===== src/rtl/pipe_sequencer.sv =====
// Pipeline hazard / halt sequencer: load-use stalls, branch flushes, and a
// three-cycle drain into HALTED that is left on a resume request.
module pipe_sequencer (
   input  logic        clk,
   input  logic        rst_n,
   input  logic        id_halt,
   input  logic [4:0]  id_rs1,
   input  logic [4:0]  id_rs2,
   input  logic        ex_memread,
   input  logic [4:0]  ex_rd,
   input  logic        ex_branch_taken,
   input  logic        resume,
   output logic        pc_write,
   output logic        ifid_write,
   output logic        ifid_flush,
   output logic        idex_flush,
   output logic        halted,
   output logic [15:0] stall_cnt
);

   typedef enum logic [1:0] {RUN = 2'd0, DRAIN = 2'd1, HALTED = 2'd2} state_t;

   state_t      r_state, w_next;
   logic [1:0]  r_drain_cnt, w_drain_nxt;
   logic        r_halted;
   logic [15:0] r_stall_cnt;
   logic        w_load_use;
   logic        w_stall_inc;

   assign w_load_use = ex_memread && (ex_rd != 5'd0) &&
                       ((ex_rd == id_rs1) || (ex_rd == id_rs2));

   always_comb begin
      w_next      = r_state;
      w_drain_nxt = r_drain_cnt;
      w_stall_inc = 1'b0;
      pc_write    = 1'b1;
      ifid_write  = 1'b1;
      ifid_flush  = 1'b0;
      idex_flush  = 1'b0;
      // While in reset the outputs read as a free-running RUN pipeline.
      if (rst_n) begin
         unique case (r_state)
            RUN: begin
               if (ex_branch_taken) begin
                  ifid_flush = 1'b1;
                  idex_flush = 1'b1;
               end else if (w_load_use) begin
                  pc_write    = 1'b0;
                  ifid_write  = 1'b0;
                  idex_flush  = 1'b1;
                  w_stall_inc = 1'b1;
               end else if (id_halt) begin
                  pc_write    = 1'b0;
                  ifid_write  = 1'b0;
                  idex_flush  = 1'b1;
                  w_next      = DRAIN;
                  w_drain_nxt = 2'd3;
               end
            end
            DRAIN: begin
               pc_write    = 1'b0;
               ifid_write  = 1'b0;
               idex_flush  = 1'b1;
               w_drain_nxt = r_drain_cnt - 2'd1;
               if (r_drain_cnt == 2'd1) w_next = HALTED;
            end
            HALTED: begin
               idex_flush = 1'b1;
               if (resume) begin
                  w_next = RUN;
               end else begin
                  pc_write   = 1'b0;
                  ifid_write = 1'b0;
               end
            end
            default: w_next = RUN;
         endcase
      end
   end

   always_ff @(posedge clk or negedge rst_n) begin
      if (!rst_n) begin
         r_state     <= RUN;
         r_drain_cnt <= 2'd0;
         r_halted    <= 1'b0;
         r_stall_cnt <= 16'd0;
      end else begin
         r_state     <= w_next;
         r_drain_cnt <= w_drain_nxt;
         r_halted    <= (w_next == HALTED);
         if (w_stall_inc && (r_stall_cnt != 16'hFFFF))
            r_stall_cnt <= r_stall_cnt + 16'd1;
      end
   end

   assign halted    = r_halted;
   assign stall_cnt = r_stall_cnt;

endmodule


===== config.mk =====
export PLATFORM = sky130hd
export DESIGN_NAME = pipe_sequencer
export DESIGN_NICKNAME = d
export VERILOG_FILES = /design/src/rtl/pipe_sequencer.sv
export SDC_FILE = /design/constraint.sdc
export NUM_CORES = 1
export LEC_CHECK = 0
export CAP_MARGIN = 0
export CORE_UTILIZATION = 47
export DETAILED_ROUTE_END_ITERATION = 8
export GPL_TIMING_DRIVEN = 0
export PLACE_DENSITY = 0.79
export SETUP_SLACK_MARGIN = 0.02
export SYNTH_ARGS = -nofsm -noshare
export SYNTH_HDL_FRONTEND = slang
export SYNTH_SLANG_ARGS = --single-unit

===== constraint.sdc =====
create_clock -name clk -period 2.6 [get_ports clk]
set_clock_uncertainty 0.2 [all_clocks]
set_input_delay 0.52 -clock clk [delete_from_list [all_inputs] [get_ports clk]]
set_output_delay 0.52 -clock clk [all_outputs]
set_load 0.05 [all_outputs]

==> results.sh <==
export IMPL_post_place_ws_ns=-1.520
export IMPL_worst_path_buf_inv=5
export IMPL_ant_nets=0
export IMPL_synth_async_reset_ratio_pct=100.0
export IMPL_io_pins=42
export IMPL_synth_edf_count=0
export IMPL_clk_pin_slew_ns=0.12
export IMPL_drc=0
export IMPL_antenna_found_initial=0
export IMPL_cts_sinks=21
export IMPL_critPathRequiredTime_ns=1.88
export IMPL_crit_family="buffers and inverters"
export IMPL_vias=1637
export IMPL_arrival_ns=2.00
export IMPL_finalCritPeriodShare_pct=104.4
export IMPL_ir_drop_uv=410.8
export IMPL_die_w_um=57.76
export IMPL_syn_avg_cell_area_um2=8.966
export IMPL_synth_seq_cells=21
export IMPL_grt_pass1_vias=1567
export IMPL_dieArea_um2=3336
export IMPL_cts_tree="yes"
export IMPL_relSlewSlack_pct=35.14
export IMPL_timing_fmax_mhz=368.3
export IMPL_ys_seq_area_share_pct=35.96
export IMPL_clk_latency_ns=0.32
export IMPL_fin_crit_ns=2.715
export IMPL_numCtsBuffers=3
export IMPL_layout_drive_gt1_share_pct=27.97
export IMPL_yosysTopAreaCell="dfrtp_1"
export IMPL_hold_violations=0
export IMPL_gr_usage_all_layers_pct=27.58
export IMPL_synth_top_area_share_pct=35.96
export IMPL_hold_path_class="reg2reg"
export IMPL_core_area_um2=2853
export IMPL_cts_root_buf="clkbuf_4"
export IMPL_finalSetupViolations=3
export IMPL_area_growth_pct=55.39
export IMPL_max_stage_delay_ns=0.24
export IMPL_gr_total_overflow=0
export IMPL_layout_nets=264
export IMPL_start_util_pct=51.23
export IMPL_synth_cell_types=37
export IMPL_diodes=0
export IMPL_grt_setup_unrepaired="true"
export IMPL_outcome="finished, violations left"
export IMPL_synth_ff_type="dfrtp_1"
export IMPL_synthCells=163
export IMPL_grt_max_degree=22
export IMPL_synth_area_um2=1461
export IMPL_ys_warn_count=0
export IMPL_synth_area_leaders="dfrtp_1 36%, xnor2_1 15%, ha_1 5.1%"
export IMPL_h_tree_depth=1
export IMPL_setup_ws_ns=-0.1154
export IMPL_grt_pass1_wl_um=7038
export IMPL_vias_per_cell=6.131
export IMPL_wire_per_inst_um=18.21
export IMPL_worst_path_max_fanout=3
export IMPL_drtIter0Drc=98
export IMPL_p_leak_nw=0.9745
export IMPL_cp_common_cell="buf_6"
export IMPL_tightest_slew_ns=0.9697
export IMPL_fp_dieH_um=57.76
export IMPL_hpwl_um=2622
export IMPL_slowest_stage="a31o_4"
export IMPL_cp_start_kind="primary input"
export IMPL_violations="negative setup slack"
export IMPL_synth_nets=190
export IMPL_rows=19
export IMPL_crit_path_end_kind="output pin"
export IMPL_power_density_nw_per_um2=531.9
export IMPL_synthTopCellsByCount="25 x xnor2_1, 21 x dfrtp_1, 14 x nand3_1, 12 x nand2_1, 11 x nand4_1"
export IMPL_clk_path_buf_depth=2
export IMPL_routed_wl_um=4861
export IMPL_cp_cell_sequence="buf_8 -> buf_6 -> xnor2_4 -> nand3_2 -> o22ai_4 -> buf_6 -> nand2_4 -> a31o_4 -> buf_6 -> buf_8"
export IMPL_path_class="in2out"
export IMPL_setup_tns_ns=-0.2240
export IMPL_gp_congestion=0.8512
export IMPL_finalMaxSlewViolations=0
export IMPL_firstDrtPassIters=4
export IMPL_numPortBuffers=41
export IMPL_drv_cap=0
export IMPL_synthMostInstantiatedCell="xnor2_1"
## cell usage in the layout (no fill, tap or decap), drive strengths merged, types with 2 or more instances in the layout
master	Yosys	final
nand2	12	12
dlygate4sd2	0	3
nor2b	2	2
clkdlybuf4s50	0	21
clkdlybuf4s15	0	6
inv	8	8
and3	7	7
o21ai	5	5
nand4b	3	3
nor2	5	5
xnor2	25	25
ha	6	6
a21oi	5	5
clkbuf	2	7
a211oi	2	2
nand2b	4	4
nand3	14	14
nor4	2	2
nand4	11	11
buf	4	41
dfrtp	21	21
nor3	10	10
## flip-flops by register name, summed over array words and instances (netlist names)
register,count
halted,1
stall_cnt,16
r_state,2
r_drain_cnt,2
## worst paths after layout
kind	from	end	slack, ns	cells after the start
worst max-delay path	ex_rd[2]	pc_write	-0.12	10
worst min-delay path	stall_cnt[15]$_DFFE_PN0P_	stall_cnt[15]$_DFFE_PN0P_	0.31	1
worst max register to register	stall_cnt[0]$_DFFE_PN0P_	stall_cnt[1]$_DFFE_PN0P_	0.34	5
worst min register to register	stall_cnt[15]$_DFFE_PN0P_	stall_cnt[15]$_DFFE_PN0P_	0.31	1
max in group asynchronous	rst_n	stall_cnt[8]$_DFFE_PN0P_	0.87	2
min in group asynchronous	rst_n	r_state[1]$_DFF_PN0_	0.74	2
## what timing repair did
item,in CTS,in global routing
hold buffers,1,0
pin swaps,17,16
hold endpoints to repair,21,0
resized for setup,67,32
endpoints found under the setup margin,24,5
setup buffers,23,6
## where the power goes
part | leakage (nW) | switching, mW | internal [mW]
combinational | 0.677 | 0.365 | 0.273
sequential | 0.282 | 0.0434 | 0.362
clock | 0.0150 | 0.104 | 0.0602
## worst reg2reg max path, cell delays in order, from the launching register on
cell and delay [ns]:
dfrtp_1 0.45, ha_1 0.25, nand4_1 0.23, o41a_1 0.49
nand3_1 0.20, mux2_1 0.34
## metal layers
metal | track usage [%] | wire length, µm | up-vias
li1 | - | - | 740
met2 | 43.52 | 2439 | 71
met4 | 12.93 | 158 | 0
met3 | 6.473 | 273 | 16
met5 | 0 | 0 | -
met1 | 35.99 | 1989 | 810
## stage by stage
step	total power [mW]	util, %	area (µm²)	hold slack, ns	instances
after floorplan	0.7638	-	1474	0.02441	163
after global placement	0.9048	67.41	1923	0.2823	235
after detailed placement	0.9224	67.41	1923	0.2887	235
after CTS	1.130	74.78	2133	0.3110	262
after global routing	1.274	79.61	2271	0.3243	267
final	1.208	79.61	2271	0.3137	267
## layout make-up
type	instances	area, µm²
Inverter	8	30.03
Fill cell	190	581.8
Tap cell	31	38.79
Buffer	4	37.54
Timing Repair Buffer	71	616.8
Clock buffer	4	26.28
Multi-Input combinational cell	128	996.0
Sequential cell	21	525.5
## cell families after synthesis
| family | share of synthesized area [%] |
|---|---|
| AO/OA/AOI/OAI | 10.62 |
| flip-flops | 35.96 |
| buffers and inverters | 4.708 |
| XOR/XNOR | 14.98 |
| multiplexers | 0.7705 |
| adder cells (fa/ha/maj) | 5.137 |
| AND/OR/NAND/NOR | 27.83 |
Note: power is estimated with default switching activity, not from simulation.
